`src/rtl/interboard_send.sv`:
```
// interboard_send: packs a control message into four 6-bit frames sent over a 4-phase request/ack link (in: ctrl_* message, raw ack_in; out: request_out, data_out, data_oe, busy, sticky overflow/timeout)
module interboard_send #(
  parameter int TIMEOUT_CYCLES = 1_000_000
) (
  input  logic       clk,
  input  logic       rst,
  input  logic       ctrl_en,
  input  logic [3:0] ctrl_msg_type,
  input  logic [4:0] ctrl_block_x,
  input  logic [2:0] ctrl_block_y,
  input  logic [5:0] ctrl_card,
  input  logic [2:0] ctrl_sel_len,
  input  logic       ctrl_move_dir,
  input  logic       ack_in,
  output logic       request_out,
  output logic [5:0] data_out,
  output logic       data_oe,
  output logic       busy,
  output logic       overflow,
  output logic       timeout
);
  typedef enum logic [2:0] {IDLE, LOAD, REQ, RELEASE, DONE} state_t;
  state_t      r_state;
  logic [1:0]  r_sync;
  logic [1:0]  r_k;
  logic [23:0] r_act;
  logic [23:0] r_pend;
  logic        r_pend_v;
  logic [31:0] r_cnt;
  logic        r_req;
  logic        r_oe;
  logic [5:0]  r_data;
  logic        r_busy;
  logic        r_ovf;
  logic        r_to;
  logic        w_ack_s;
  logic        w_to_hit;
  logic        w_drive;
  logic [23:0] w_msg;
  logic [5:0]  w_frame;
  assign w_ack_s  = r_sync[1];
  assign w_to_hit = r_cnt == 32'(TIMEOUT_CYCLES - 1);
  assign w_drive  = r_state inside {LOAD, REQ, RELEASE};
  assign w_msg    = {ctrl_msg_type, ctrl_block_x, ctrl_block_y, ctrl_card, ctrl_sel_len, ctrl_move_dir, 2'b00};
  always_comb
    w_frame = r_k == 2'd0 ? r_act[23:18] :
              r_k == 2'd1 ? r_act[17:12] :
              r_k == 2'd2 ? r_act[11:6]  : r_act[5:0];
  assign request_out = r_req;
  assign data_out    = r_data;
  assign data_oe     = r_oe;
  assign busy        = r_busy;
  assign overflow    = r_ovf;
  assign timeout     = r_to;
  // Pin outputs are a registered decode of the state, so they trail it by one cycle
  always_ff @(posedge clk) begin
    if (rst) begin
      r_state  <= IDLE;
      r_sync   <= '0;
      r_k      <= '0;
      r_act    <= '0;
      r_pend   <= '0;
      r_pend_v <= 1'b0;
      r_cnt    <= '0;
      r_req    <= 1'b0;
      r_oe     <= 1'b0;
      r_data   <= '0;
      r_busy   <= 1'b0;
      r_ovf    <= 1'b0;
      r_to     <= 1'b0;
    end else begin
      r_sync <= {r_sync[0], ack_in};
      r_req  <= r_state == REQ;
      r_oe   <= w_drive;
      r_data <= w_drive ? w_frame : '0;
      r_busy <= r_state != IDLE || r_pend_v;
      r_cnt  <= r_cnt + 32'd1;
      // In DONE the pending slot is vacated this same edge, so a new message can take it
      if (ctrl_en && r_state != IDLE) begin
        if (!r_pend_v || r_state == DONE) begin
          r_pend   <= w_msg;
          r_pend_v <= 1'b1;
        end else
          r_ovf <= 1'b1;
      end
      case (r_state)
        IDLE:
          if (r_pend_v) begin
            r_act   <= r_pend;
            r_k     <= '0;
            r_state <= LOAD;
            if (ctrl_en) r_pend <= w_msg;
            else r_pend_v <= 1'b0;
          end else if (ctrl_en) begin
            r_act   <= w_msg;
            r_k     <= '0;
            r_state <= LOAD;
          end
        LOAD: begin
          r_state <= REQ;
          r_cnt   <= '0;
        end
        REQ:
          if (w_ack_s) begin
            r_state <= RELEASE;
            r_cnt   <= '0;
          end else if (w_to_hit) begin
            r_to    <= 1'b1;
            r_state <= IDLE;
          end
        RELEASE:
          if (!w_ack_s) begin
            r_state <= r_k == 2'd3 ? DONE : LOAD;
            r_k     <= r_k + 2'd1;
          end else if (w_to_hit) begin
            r_to    <= 1'b1;
            r_state <= IDLE;
          end
        DONE:
          if (r_pend_v) begin
            r_act   <= r_pend;
            r_k     <= '0;
            r_state <= LOAD;
            if (!ctrl_en) r_pend_v <= 1'b0;
          end else
            r_state <= IDLE;
        default: r_state <= IDLE;
      endcase
    end
  end
endmodule

```
`config.mk`:
```
export PLATFORM = sky130hd
export DESIGN_NAME = interboard_send
export DESIGN_NICKNAME = d
export VERILOG_FILES = /design/src/rtl/interboard_send.sv
export SDC_FILE = /design/constraint.sdc
export NUM_CORES = 1
export LEC_CHECK = 0
export ABC_AREA = 1
export CORE_MARGIN = 2
export CORE_UTILIZATION = 40
export CTS_CLUSTER_SIZE = 8
export DETAILED_ROUTE_END_ITERATION = 10
export GPL_ROUTABILITY_DRIVEN = 1
export PLACE_DENSITY = 0.61
export SETUP_SLACK_MARGIN = 0.4
export SLEW_MARGIN = 0
export SYNTH_ARGS = -nofsm -noshare
export SYNTH_HDL_FRONTEND = slang
export SYNTH_SLANG_ARGS = --single-unit
export TNS_END_PERCENT = 5
```
`constraint.sdc`:
```
create_clock -name clk -period 1.76 [get_ports clk]
set_input_delay 0.352 -clock clk [delete_from_list [all_inputs] [get_ports clk]]
set_output_delay 0.352 -clock clk [all_outputs]
set_load 0.02 [all_outputs]
```
==> results.yml <==
run_status:
  status: "finished, final reports clean"
pwr:
  p_seq_frac: 0.421
  p_clk_frac: 0.289
  p_sw_frac: 0.328
  p_per_area_nw_per_um2: 1140
  p_switching_uw: 2190
  intPower_uw: 4470
  vdd_drop_max_mv: 0.731
  p_comb_frac: 0.290
  p_leak_uw: 0.00225
place:
  hpwl_um: 7450
  pre_cts_slack_ns: -0.0992
  port_buffers: 36
  gp_congestion: 0.853
floorplanning:
  initial_core_util: 0.405
  core_area_um2: 11300
  die_w_um: 111
  die_y_um: 111
  io_pins: 37
  dieArea_um2: 12300
  rows: 39
clocking:
  root_buffer: "clkbuf_16"
  insertion_delay_ns: 0.35
  ctsHoldBuffers: 0
  clkTransAtPathRegs_ns: 0.07
  clock_sinks: 99
  cts_buffers: 9
  tritoncts: "yes"
  clockBufferDepth: 2
  htree_levels: 3
grt:
  antenna_found_initial: 0
  grt_pass1_vias: 3971
  grt_pass1_wl_um: 18300
  grt.total_usage: 0.184
  grt_max_degree: 49
  gr-total-overflow: 0
sta:
  period_share: 0.914
  finalHoldViolCount: 0
  max-slew-margin-rel: 0.769
  rsz0062_at_grt: "yes"
  timing.setup.tns_ns: 0
  setup_ws_ns: 0.151
  fmax_mhz: 622
  min_period_ns: 1.61
  setup_viol: 0
  worst_slew_pin_slew_ns: 0.343
  fin_skew_ns: 0.00844
  drv_slew: 0
worst_setup_path:
  required_ns: 1.41
  worstPathCellList: "clkdlybuf4s50_1"
  crit_fanout: 1
  r2r_end: "r_cnt[28]$_SDFF_PP0_"
  cpMaxStageDelayCell: "clkdlybuf4s50_1"
  critPathCaptureType: "output port"
  critPathLaunchType: "flip-flop"
  crit_type: "flip-flop to output port"
  crit_family: "buffers and inverters"
  worstReg2RegStart: "r_cnt[1]$_SDFF_PP0_"
  r2r_cells: 8
  max_stage_delay_ns: 0.59
  rrSetupSlack_ns: 0.24
  cp.arrival_ns: 1.26
  cp_num_buf_inv: 1
final_layout:
  syn_to_final_growth_pct: 27.7
  final_nets: 717
  num_antenna_cells: 0
  final_layout_size_suffix_gt1_frac: 0.168
synthesis:
  yosysTopAreaCell: "dfxtp_1"
  syn_avg_cell_area_um2: 7.18
  ys_warn_count: 0
  syn_inst: 636
  synth_ff_type: "dfxtp_1"
  async_flop_share: 0
  yosys-top-cells-area: "dfxtp_1 (43%), nand2_1 (9.6%), nor2_1 (6.8%)"
  synth-edff-count: 0
  synth.distinct_cells: 34
  synth.ff_latch_count: 99
  synth_top_area_share: 0.434
  seq_area_frac_synth: 0.434
  syn-num-nets: 667
  synthesis.area_um2: 4570
worst_hold_path:
  whs_endpoint: "r_sync[1]$_SDFF_PP0_"
  hold_start: "r_sync[0]$_SDFF_PP0_"
  hold_class: "flip-flop to flip-flop"
  holdPathStages: 2
drt:
  wl_um: 12000
  drt-initial-drc-count: 271
  routed_via_density: 5.14
  vias: 4280
  drt_pass1_iterations: 5
  routedWlPerCell_um: 14.4
  drc: 0
  drt.antenna.violating_nets: 0
job:
  drv_cap: 0
[stage by stage]
step	instances	total power, µW	utilization	hold WS (ns)	cell area, µm²
2_1_floorplan	636	3830	-	0.388	4590
3_3_place_gp	800	4240	0.455	0.397	5130
3_5_place_dp	800	4280	0.455	0.403	5130
4_1_cts	822	6210	0.488	0.425	5500
5_1_grt	833	7010	0.517	0.459	5830
6_report	833	6660	0.517	0.422	5830
[timing repair]
action | 4_1_cts | 5_1_grt
gates cloned | 0 | 6
pin swaps | 4 | 7
endpoints found under the setup margin | 95 | 103
setup buffers | 7 | 5
gates resized for setup | 15 | 55
[logic make-up after synthesis]
kind of cell               count (synthesis)  synth area share
adders and majority gates                  5            0.0137
muxes                                     12            0.0279
buffers and inverters                    102            0.0893
xor gates and xnor gates                   4           0.00767
and+or+nand+nor                          276             0.266
AOI/OAI and AO/OA                        138             0.162
DFF                                       99             0.434
[synthesized netlist by cell type (2+ instances only)]
library cell  instances
or2_2                 2
o21ai_0              57
inv_1                70
a21oi_1              45
nand3b_1              2
clkbuf_1              6
o21a_1                3
nor2_4                2
ha_1                  5
a31oi_1              24
mux2_2                6
nor2_1               83
inv_2                 5
mux2i_1               6
nor3b_1               2
nand3_1              26
nand4_1              15
nand2_1             117
nand3_2               3
buf_1                 2
dfxtp_1              99
xor2_1                3
nor2_2               10
o21ai_1               7
buf_2                17
nor3_1               11
[cell usage in the layout, fill, tap and decap left out, types with 2 or more instances in the layout]
cell type,Yosys,layout
a21oi_1,45,44
dfxtp_4,0,4
clkbuf_8,0,2
buf_12,0,6
buf_4,1,17
nor2_1,83,76
xor2_1,3,3
clkinv_4,0,3
nand2_1,117,114
nand4_1,15,15
a31oi_1,24,24
a21oi_4,0,2
nand3_1,26,25
nor2_4,2,8
o21ai_1,7,7
ha_1,5,2
ha_4,0,2
dfxtp_2,0,13
clkbuf_16,0,12
inv_1,70,66
clkdlybuf4s15_1,0,2
mux2_2,6,5
inv_6,0,2
dfxtp_1,99,82
nor3_1,11,11
or2_2,2,2
nand3_2,3,2
nor2_2,10,11
nand2_8,0,2
o21a_1,3,3
o21ai_0,57,55
nand3_4,0,2
mux2i_1,6,5
clkdlybuf4s50_1,0,30
nor3b_1,2,2
nand3b_1,2,2
nand2_2,1,4
inv_2,5,6
dlygate4sd2_1,0,3
[final cells by class]
| class | instances | area, µm² |
|---|---|---|
| Timing Repair Buffer | 62 | 682 |
| Tap cell | 143 | 179 |
| Clock inverter | 4 | 33.8 |
| Fill cell | 1104 | 5440 |
| Inverter | 76 | 298 |
| Multi-Input combinational cell | 437 | 2370 |
| Sequential cell | 99 | 2010 |
| Timing Repair inverter | 1 | 5.00 |
| Clock buffer | 11 | 253 |
[worst min-delay path, delay by kind of cell, from the launching register on]
kind,cells,cell delay (ns)
flip-flops,1,0.30
buffers and inverters,1,0.05
AND/OR/NAND/NOR,1,0.03
[power groups by stage]
| stage | combinational, µW | clock, µW | sequential (µW) |
|---|---|---|---|
| floorplan | 993 | 0 | 2830 |
| global placement | 1430 | 0 | 2810 |
| detailed placement | 1460 | 0 | 2820 |
| CTS | 1470 | 1950 | 2780 |
| global route | 2120 | 2050 | 2840 |
| finish | 1930 | 1920 | 2800 |
[routing by layer]
layer	global-route usage	wire length, µm	up-vias
met5	0	0	-
li1	-	-	2195
met3	0.0519	530	16
met2	0.326	6220	83
met4	0.0617	204	0
met1	0.213	5040	1986
[worst max-delay path by stage]
| stage | startpoint | to | slack (ns) | cells past startpoint |
|---|---|---|---|---|
| 4_1_cts | data_out[3]$_SDFF_PP0_ | data_out[3] | 0.14 | 1 |
| 2_1_floorplan | r_cnt[0]$_SDFF_PP0_ | r_cnt[30]$_SDFF_PP0_ | 0.36 | 8 |
| 3_5_place_dp | ctrl_en | flip-flop | -0.1 | 6 |
| 3_3_place_gp | ctrl_en | flip-flop | -0.01 | 6 |
| 6_report | data_out[2]$_SDFF_PP0_ | data_out[2] | 0.15 | 1 |
| 5_1_grt | data_oe$_SDFF_PP0_ | data_oe | 0.12 | 1 |
Power figures use the tool's default switching activity.
